==> src/rtl/div_unit_if.sv <==
// rtl/div_unit_if.sv - execute-stage divider request/result bundle
interface div_unit_if;
  logic        div_validE;
  logic        signed_divE;
  logic [31:0] a;
  logic [31:0] b;
  logic        hold;
  logic        cancel;
  logic        div_stall;
  logic        div_ready;
  logic [63:0] result;

  modport master (
    output div_validE, signed_divE, a, b, hold, cancel,
    input  div_stall, div_ready, result
  );

  modport slave (
    input  div_validE, signed_divE, a, b, hold, cancel,
    output div_stall, div_ready, result
  );
endinterface

==> src/rtl/div_unit.sv <==
// rtl/div_unit.sv - 32-bit radix-2 restoring divider, result = {remainder, quotient}
// Optional DIV_FAST_EN: trivial cases (b = 0 or |b| > |a|) finish straight from IDLE.
module div_unit (
  input  logic       clk,
  input  logic       rst,
  div_unit_if.slave  bus
);
  typedef enum logic [1:0] {IDLE, BUSY, DONE} state_t;

  state_t      state, state_n;
  logic [5:0]  cnt;
  logic [31:0] rem, quo, mag_b, a_raw;
  logic        neg_q, neg_r, b_zero;

  logic [31:0] a_mag, b_mag;
  logic        fast;
  logic [63:0] fast_result;
  logic [32:0] rem_sh, diff;
  logic [31:0] rem_n, quo_n, q_fix, r_fix;

  always_comb begin
    a_mag = (bus.signed_divE && bus.a[31]) ? (32'd0 - bus.a) : bus.a;
    b_mag = (bus.signed_divE && bus.b[31]) ? (32'd0 - bus.b) : bus.b;
`ifdef DIV_FAST_EN
    fast = (b_mag == 32'd0) || (b_mag > a_mag);
`else
    fast = 1'b0;
`endif
    fast_result = {bus.a, (bus.b == 32'd0) ? 32'hFFFF_FFFF : 32'h0};
  end

  // One restoring step: the bit shifted out of quo enters rem, 33 bits wide so it is never lost
  always_comb begin
    rem_sh = {rem, quo[31]};
    diff   = rem_sh - {1'b0, mag_b};
    if (!diff[32]) begin
      rem_n = diff[31:0];
      quo_n = {quo[30:0], 1'b1};
    end else begin
      rem_n = rem_sh[31:0];
      quo_n = {quo[30:0], 1'b0};
    end
    q_fix = b_zero ? 32'hFFFF_FFFF : (neg_q ? (32'd0 - quo_n) : quo_n);
    r_fix = b_zero ? a_raw         : (neg_r ? (32'd0 - rem_n) : rem_n);
  end

  always_comb begin
    state_n = state;
    if (bus.cancel) begin
      state_n = IDLE;
    end else begin
      case (state)
        IDLE:    if (bus.div_validE) state_n = fast ? DONE : BUSY;
        BUSY:    if (cnt == 6'd31)   state_n = DONE;
        DONE:    if (!bus.hold)      state_n = IDLE;
        default: state_n = IDLE;
      endcase
    end
    bus.div_stall = rst & bus.div_validE & ~bus.cancel & (state != DONE);
  end

  always_ff @(posedge clk or negedge rst) begin
    if (!rst) begin
      state         <= IDLE;
      cnt           <= 6'd0;
      rem           <= 32'd0;
      quo           <= 32'd0;
      mag_b         <= 32'd0;
      a_raw         <= 32'd0;
      neg_q         <= 1'b0;
      neg_r         <= 1'b0;
      b_zero        <= 1'b0;
      bus.result    <= 64'd0;
      bus.div_ready <= 1'b0;
    end else begin
      state         <= state_n;
      bus.div_ready <= (state_n == DONE);
      if (state == IDLE && state_n == BUSY) begin
        cnt    <= 6'd0;
        rem    <= 32'd0;
        quo    <= a_mag;
        mag_b  <= b_mag;
        a_raw  <= bus.a;
        neg_q  <= bus.signed_divE & (bus.a[31] ^ bus.b[31]);
        neg_r  <= bus.signed_divE & bus.a[31];
        b_zero <= (bus.b == 32'd0);
      end else if (state == BUSY) begin
        cnt <= cnt + 6'd1;
        rem <= rem_n;
        quo <= quo_n;
      end
      if (state == BUSY && state_n == DONE)
        bus.result <= {r_fix, q_fix};
      if (state == IDLE && state_n == DONE)
        bus.result <= fast_result;
    end
  end
endmodule

==> src/flat_wrapper.sv <==
// flat-port wrapper written by rule: the top's interface ports become plain ports
module div_unit_flat 
  (clk, rst, bus_div_validE, bus_signed_divE, bus_a, bus_b, bus_hold, bus_cancel, bus_div_stall, bus_div_ready, bus_result);
  div_unit_if bus_i ();
  input  logic clk;
  input  logic rst;
  input wire logic [$bits(bus_i.div_validE)-1:0] bus_div_validE;
  input wire logic [$bits(bus_i.signed_divE)-1:0] bus_signed_divE;
  input wire logic [$bits(bus_i.a)-1:0] bus_a;
  input wire logic [$bits(bus_i.b)-1:0] bus_b;
  input wire logic [$bits(bus_i.hold)-1:0] bus_hold;
  input wire logic [$bits(bus_i.cancel)-1:0] bus_cancel;
  output wire logic [$bits(bus_i.div_stall)-1:0] bus_div_stall;
  output wire logic [$bits(bus_i.div_ready)-1:0] bus_div_ready;
  output wire logic [$bits(bus_i.result)-1:0] bus_result;
  assign bus_i.div_validE = bus_div_validE;
  assign bus_i.signed_divE = bus_signed_divE;
  assign bus_i.a = bus_a;
  assign bus_i.b = bus_b;
  assign bus_i.hold = bus_hold;
  assign bus_i.cancel = bus_cancel;
  assign bus_div_stall = bus_i.div_stall;
  assign bus_div_ready = bus_i.div_ready;
  assign bus_result = bus_i.result;
  div_unit u_core (.clk(clk), .rst(rst), .bus(bus_i));
endmodule
==> config.mk <==
export PLATFORM = sky130hd
export DESIGN_NAME = div_unit_flat
export DESIGN_NICKNAME = d
export VERILOG_FILES = /design/src/rtl/div_unit_if.sv /design/src/rtl/div_unit.sv /design/src/flat_wrapper.sv
export SDC_FILE = /design/constraint.sdc
export NUM_CORES = 1
export LEC_CHECK = 0
export ABC_AREA = 1
export CAP_MARGIN = 20
export CORE_MARGIN = 5
export CORE_UTILIZATION = 55
export DETAILED_ROUTE_END_ITERATION = 8
export PLACE_DENSITY = 0.77
export SLEW_MARGIN = 20
export SYNTH_ARGS = -nofsm -noshare
export SYNTH_HDL_FRONTEND = slang
export SYNTH_SLANG_ARGS = --single-unit
==> constraint.sdc <==
create_clock -name clk -period 5.3 [get_ports clk]
set_input_delay 1.59 -clock clk [delete_from_list [all_inputs] [get_ports clk]]
set_output_delay 1.59 -clock clk [all_outputs]
set_load 0.01 [all_outputs]
==> results of run 1 <==
==> area by class of cell <==
cell class                 instances  area share
sequential                       204       0.299
inverter                         282      0.0620
multi-input combinational       1625       0.479
clock buffer                      36      0.0413
timing repair buffer             155      0.0889
clock inverter                     7     0.00520
tap                              335      0.0246
==> worst min-delay path, cell delays in order, from the launching register on <==
cell     delay [ns]
dfrtp_1        0.34
nand2_1        0.05
nand2_1        0.05
==> registers in the layout (all words and copies together) (netlist names) <==
name and flops:
u_core.bus.result 64, u_core.a_raw 32, u_core.mag_b 32, u_core.quo 32
u_core.rem 32, u_core.cnt 6, u_core.state 2, u_core.b_zero 1
u_core.bus.div_ready 1, u_core.neg_q 1, u_core.neg_r 1
==> per-layer routing <==
layer	track usage	routed length [um]
met3	0.0449	3720
met5	0	0
met2	0.480	21100
met1	0.460	21600
met4	0.0895	1450
==> synthesized netlist by cell type, drive strengths merged, types with 37 or more instances <==
cell type	instances	area, um^2
a21oi	51	282
ha	37	463
nand3	160	841
o22ai	39	244
dfrtp	204	5100
nor2	187	779
clkbuf	55	206
inv	278	1040
nor3	39	200
o21ai	162	822
nand2	743	2930
xor2	45	394
==> logic make-up (layout without fill, tap and decap cells) <==
kind of cell,count (synthesis),count (layout),synth area share
AOI/OAI and AO/OA,323,323,0.129
adders and majority gates,38,38,0.0329
xor gates and xnor gates,59,59,0.0352
and+or+nand+nor,1205,1205,0.359
DFF,204,204,0.348
buffers and inverters,362,480,0.0970
==> worst paths after layout <==
check                                            start                                end  slack, ns  cells after the start
hold / removal             u_core.a_raw[0]$_DFFE_PN0P_        u_core.a_raw[0]$_DFFE_PN0P_       0.48                      2
min in group asynchronous                          rst       u_core.mag_b[16]$_DFFE_PN0P_       0.89                      1
setup / recovery            u_core.quo[31]$_DFFE_PN0P_  u_core.bus.result[26]$_DFFE_PN0P_       0.60                     26
setup reg to reg            u_core.quo[31]$_DFFE_PN0P_  u_core.bus.result[26]$_DFFE_PN0P_       0.60                     26
max in group asynchronous                          rst         u_core.quo[26]$_DFFE_PN0P_       3.28                      2
hold reg to reg            u_core.a_raw[0]$_DFFE_PN0P_        u_core.a_raw[0]$_DFFE_PN0P_       0.48                      2
==> cell usage in the layout, fill, tap and decap left out, types with 4 or more instances in the layout <==
cell,count
o21bai_1,7
a21o_1,4
nor2_2,13
nand3b_1,16
buf_4,19
a21oi_2,4
clkdlybuf4s50_1,134
o22ai_1,39
inv_1,277
a22oi_1,8
nor2_4,6
nand3_1,154
nand2_4,10
o21ai_1,9
nand4_1,28
dfrtp_1,204
nor2_1,168
xor2_1,45
and2_1,6
o211ai_1,17
nand2_1,705
a41oi_1,4
or2_2,15
clkbuf_8,7
ha_1,37
a31oi_1,8
a32oi_1,5
o221ai_1,8
clkbuf_16,24
o21ai_0,150
clkinv_2,4
nor4_1,6
nor3_1,38
xnor2_1,14
a21oi_1,46
nand2_2,28
clkbuf_1,6
==> power by group <==
| part | total (mW) | switching, mW | internal, mW |
|---|---|---|---|
| sequential | 2.17 | 0.313 | 1.86 |
| combinational | 5.25 | 3.57 | 1.68 |
| clock | 1.65 | 0.679 | 0.973 |
| total | 9.08 | 4.57 | 4.51 |
==> Implementation_results.wiki, run 1 <==
{| class="wikitable"
! Metric !! Value
|-
| Final hold vios || 0
|-
| Average cell area after synthesis || 6.70 um^2
|-
| Post-route setup slack || 0.600 ns
|-
| Die Height || 173 um
|-
| Combined area of the multi-input logic cells || 8170 um^2
|-
| Worst EP required || 5.70 ns
|-
| Kind of critical path || flip-flop to flip-flop
|-
| Crit-path leading delay family || simple AND/OR/NAND/NOR gates
|-
| Slew of the pin with the lowest slew margin || 1.08 ns
|-
| Chip width || 173 um
|-
| Power density cells || 532 nW/um^2
|-
| Post-placement setup slack || 0.562 ns
|-
| Most used flip-flop cell after synthesis || dfrtp_1
|-
| CTS resizes || 0
|-
| Slowest CP cell || dfrtp_1
|-
| Syn. warnings || 0
|-
| Global route overflow || 0
|-
| Core Area || 26200 um^2
|-
| Post-synthesis register bit count || 204
|-
| Number of setup buffers added after CTS || 0
|-
| H-tree levels || 1
|-
| Initial antenna violation count || 0
|-
| Count of cell types in the netlist || 54
|-
| Number of nets with antenna violations after routing || 0
|-
| Standard-cell row count || 59
|-
| Buffers plus inverters on the worst setup path || 2
|-
| Clock latency on the worst-skew pair || 0.55 ns
|-
| Iteration-0 DRC Markers || 1826
|-
| DR pass1 iterations || 5
|-
| Pin count of the biggest net entering global routing || 103
|-
| Wirelength, routed || 47800 um
|-
| Area of the die || 30100 um^2
|-
| Final #Nets || 2400
|-
| Remaining design rule violation count || 0
|-
| Synthesized cell area || 14700 um^2
|-
| Clock net sink count || 204
|-
| Maximum operating frequency || 213 MHz
|-
| Proportion of synthesized flip-flops having asynchronous set or reset || 1.00
|-
| Worst slew slack as a fraction of its limit || 0.279
|-
| Number of fillers in the final layout || 2397
|-
| Fraction of final layout cells with drive strength greater than 1 || 0.0641
|-
| Final cycle utilization of the critical path || 0.887
|-
| Static leakage power || 8.69 nW
|-
| Detailed Place HPWL || 36300 um
|-
| Outcome || complete, no violations
|-
| Clock period minus final worst setup slack || 4.70 ns
|-
| GRT Util Overall || 0.312
|-
| Kind of capture point of the worst setup path || flip-flop
|-
| Buffers on Ports || 135
|-
| Highest ir drop seen on vdd || 0.383 mV
|-
| Syn nets || 2299
|-
| Total power consumption of the routed design || 9.08 mW
|-
| P&R area growth vs syn || 16.2%
|-
| Number of max-cap violations || 0
|-
| Via density per instance || 5.68
|-
| CTS tree || built
|-
| Effective utilization at floorplan || 0.561
|-
| Post-synthesis cell count || 2191
|-
| Setup violation total in the final timing report || 0
|-
| Placed Instance Area || 16300 um^2
|-
| Sequential cell area fraction in the yosys report || 0.348
|-
| Crit path arrival time || 5.10 ns
|-
| Clock skew || 0.0391 ns
|-
| Final standard cell area without fillers || 17100 um^2
|-
| Share of the core filled with cells || 0.651
|-
| Clk pin slew, worst setup/hold paths || 0.06 ns
|-
| Most numerous cell on the critical path || nand2_4
|-
| Unrepaired setup endpoints after global routing || no
|-
| RD Place Congestion || 1.02
|-
| Sequential standard cell area || 5100 um^2
|-
| I/O Pins || 136
|-
| Total clock buffers created by CTS || 24
|-
| Vias in the first global route || 14100
|-
| Worst-case clock buffer depth || 3
|-
| Cts hold-fix bufs || 0
|-
| Wire length of the first global-routing pass || 76700 um
|-
| CTS Root Buffer Type || clkbuf_16
|-
| Count of pins over their slew limit || 0
|-
| Type of the worst min-delay path || flip-flop to flip-flop
|-
| Cell Count Post-Placement || 2601
|-
| EDFF count, synth || 0
|-
| Crit start category || flip-flop
|-
| Per-cell routed wire length || 18.1 um
|-
| Worst hold-check slack || 0.478 ns
|-
| Detailed-route via count || 15000
|-
| Post-Layout Cell Count || 2644
|-
| Largest fanout on the critical path || 8
|-
| Maximum single-stage delay on the critical path || 0.41 ns
|-
| Ant. Diodes || 0
|-
| Final-layout setup total negative slack || 0 ns
|}
No activity file was read; power rests on OpenSTA's default activity.
==> inputs of run 2 (changes only) <==
clock period = 5.1 ns   (was 5.3 ns; I/O delays follow)
==> Implementation_results.wiki, run 2 (synthesis results as in run 1) <==
{| class="wikitable"
! Metric !! Value
|-
| Final-layout setup total negative slack || 0 ns (unchanged)
|-
| Clock period minus final worst setup slack || 4.60 ns (-0.101 ns)
|-
| Kind of capture point of the worst setup path || flip-flop
|-
| Total clock buffers created by CTS || 25 (+4.2%)
|-
| Ant. Diodes || 0 (unchanged)
|-
| Detailed-route via count || 15100 (+0.32%)
|-
| Crit start category || flip-flop
|-
| Post-route setup slack || 0.501 ns (-0.0994 ns)
|-
| Leading cell type in the layout, fill and taps excluded || nand2_1
|-
| Clock net sink count || 204 (unchanged)
|-
| Sequential standard cell area || 5100 um^2 (unchanged)
|-
| Worst-case clock buffer depth || 3 (unchanged)
|-
| Vias in the first global route || 14100 (-0.21%)
|-
| Largest fanout on the critical path || 8 (unchanged)
|-
| CTS resizes || 0 (unchanged)
|-
| Number of max-cap violations || 0 (unchanged)
|-
| Kind of critical path || flip-flop to flip-flop
|-
| Remaining design rule violation count || 0 (unchanged)
|-
| Placed Instance Area || 16300 um^2 (about the same)
|-
| R2R depth || 26 (unchanged)
|-
| CTS Root Buffer Type || clkbuf_16
|-
| Per-cell routed wire length || 18.5 um (+2.4%)
|-
| Share of the core filled with cells || 0.653 (+0.00210)
|-
| Final #Nets || 2399 (-0.042%)
|-
| Slew of the pin with the lowest slew margin || 1.11 ns (+0.0338 ns)
|-
| Cts hold-fix bufs || 0 (unchanged)
|-
| Post-placement setup slack || 0.524 ns (-0.0375 ns)
|-
| Pin count of the biggest net entering global routing || 159 (+54%)
|-
| Highest ir drop seen on vdd || 0.288 mV (-25%)
|-
| GRT Util Overall || 0.317 (+0.00470)
|-
| Number of nets with antenna violations after routing || 0 (unchanged)
|-
| Outcome || complete, no violations
|-
| Buffers on Ports || 135 (unchanged)
|-
| Core Area || 26200 um^2 (unchanged)
|-
| Most frequent cells in the layout || nand2_1 (705), inv_1 (277), dfrtp_1 (204)
|-
| Iteration-0 DRC Markers || 1673 (-8.4%)
|-
| Setup violation total in the final timing report || 0 (unchanged)
|-
| Beginning of the worst register-to-register path || u_core.quo[31]$_DFFE_PN0P_
|-
| Worst EP required || 5.51 ns (-0.19 ns)
|-
| Endpoint of the most critical register-to-register path || u_core.bus.result[26]$_DFFE_PN0P_
|-
| Post-Layout Cell Count || 2642 (-0.076%)
|-
| RD Place Congestion || 0.986 (-3.4%)
|-
| Worst Min Path Start || u_core.bus.result[42]$_DFFE_PN0P_
|-
| Number of setup buffers added after CTS || 0 (unchanged)
|-
| Fraction of final layout cells with drive strength greater than 1 || 0.0646 (+0.000489)
|-
| Die Height || 173 um (unchanged)
|-
| Number of fillers in the final layout || 2387 (-0.42%)
|-
| Final hold vios || 0 (unchanged)
|-
| Count of pins over their slew limit || 0 (unchanged)
|-
| Standard-cell row count || 59 (unchanged)
|-
| Via density per instance || 5.71 (+0.40%)
|-
| Clock skew || 0.0200 ns (-0.0191 ns)
|-
| Final standard cell area without fillers || 17100 um^2 (+0.32%)
|-
| DR pass1 iterations || 6 (+1)
|-
| Global route overflow || 0 (unchanged)
|-
| Maximum operating frequency || 217 MHz (+2.2%)
|-
| Effective utilization at floorplan || 0.561 (unchanged)
|-
| Wire length of the first global-routing pass || 77500 um (+1.2%)
|-
| Power density cells || 563 nW/um^2 (+5.9%)
|-
| Static leakage power || 8.70 nW (+0.13%)
|-
| Chip width || 173 um (unchanged)
|-
| Clock latency on the worst-skew pair || 0.54 ns (about the same)
|-
| P&R area growth vs syn || 16.6%
|-
| Cell Count Post-Placement || 2599 (-0.077%)
|-
| CTS tree || built
|-
| Area of the die || 30100 um^2 (unchanged)
|-
| R2r setup slk || 0.50 ns (-0.10 ns)
|-
| Type of the worst min-delay path || flip-flop to flip-flop
|-
| Worst Hold Depth || 2 (unchanged)
|-
| Number of flip-flops in the largest register || 64 (unchanged)
|-
| Wirelength, routed || 48900 um (+2.3%)
|-
| I/O Pins || 136 (unchanged)
|-
| Final cycle utilization of the critical path || 0.902 (+0.0150)
|-
| Crit path arrival time || 5.01 ns (-0.09 ns)
|-
| Clk pin slew, worst setup/hold paths || 0.06 ns (about the same)
|-
| Min-Delay Endpoint || u_core.bus.result[42]$_DFFE_PN0P_
|-
| Initial antenna violation count || 0 (unchanged)
|-
| Combined area of the multi-input logic cells || 8170 um^2 (unchanged)
|-
| H-tree levels || 1 (unchanged)
|-
| Worst slew slack as a fraction of its limit || 0.257 (-0.0218)
|-
| Unrepaired setup endpoints after global routing || no
|-
| Register with the highest flop count || u_core.bus.result
|-
| Detailed Place HPWL || 36800 um (+1.4%)
|}
## run 2: cell count changes in the layout (fill, tap and decap cells not counted), moves of 2 or more
cell | before | now
buf_4 | 19 | 16
bufinv_16 | 1 | 3
clkinvlp_4 | 0 | 3
clkbuf_1 | 6 | 3
clkinv_2 | 4 | 2
clkbuf_8 | 7 | 5
## run 2: area by class of cell
type,instances,share of cell area
multi-input combinational,1625,0.477
sequential,204,0.298
timing repair buffer,153,0.0885
inverter,282,0.0618
clock buffer,32,0.0404
tap,335,0.0245
clock inverter,11,0.00935
## run 2: worst max path at each step
| stage | start | end | slack (ns) | cells past startpoint |
|---|---|---|---|---|
| finish | u_core.quo[31]$_DFFE_PN0P_ | u_core.bus.result[26]$_DFFE_PN0P_ | 0.50 | 26 |
| global route | u_core.quo[31]$_DFFE_PN0P_ | u_core.bus.result[26]$_DFFE_PN0P_ | 0.04 | 26 |
| CTS | u_core.quo[31]$_DFFE_PN0P_ | u_core.bus.result[30]$_DFFE_PN0P_ | 0.56 | 26 |
| detailed placement | bus_b[0] | u_core.mag_b[28]$_DFFE_PN0P_ | 0.52 | 16 |
| global placement | bus_b[0] | u_core.mag_b[28]$_DFFE_PN0P_ | 0.63 | 16 |
| floorplan | u_core.quo[31]$_DFFE_PN0P_ | u_core.bus.result[30]$_DFFE_PN0P_ | 1.06 | 28 |
## run 2: worst max-delay path, cell delays in order (launching register included)
cell and delay, ns:
dfrtp_1 0.37, inv_1 0.08, ha_1 0.14, inv_1 0.07, fa_1 0.42, nand2_1 0.09, nand2_1 0.10, nand3_2 0.11
nand2_4 0.08, nand2_4 0.08, nand2_4 0.05, nand2_4 0.09, nand3_4 0.13, nand2_4 0.12, ha_1 0.21, nand4_1 0.20
nor3_2 0.29, nand3_1 0.19, o21ai_2 0.21, o21ai_0 0.19, nor2_1 0.24, nand2_1 0.14, a21oi_2 0.26, o21ai_0 0.19
xor2_1 0.18, o21ai_0 0.16, nand2_1 0.06
## run 2: routing by layer
metal  GRT usage  share of wire  vias to the layer above  routed length [um]
li1            -              -                     7254                   -
met1       0.465           0.45                     7020               21800
met2       0.496           0.45                      723               21900
met3      0.0517          0.086                       81                4220
met4      0.0662          0.021                        0                1030
met5           0              0                        -                   0
## run 2: where the power goes
group	internal [mW]	switching [mW]	total, mW
registers	1.93	0.330	2.26
clock network	1.11	0.730	1.84
logic	1.75	3.78	5.54
total	4.80	4.84	9.64
## run 2: metrics by stage
step / hold slack [ns] / total power [mW]
final: 0.476 / 9.64
after global routing: 0.495 / 10.4
after CTS: 0.480 / 9.56
after detailed placement: 0.464 / 7.69
after global placement: 0.458 / 7.58
after floorplan: 0.444 / 6.26
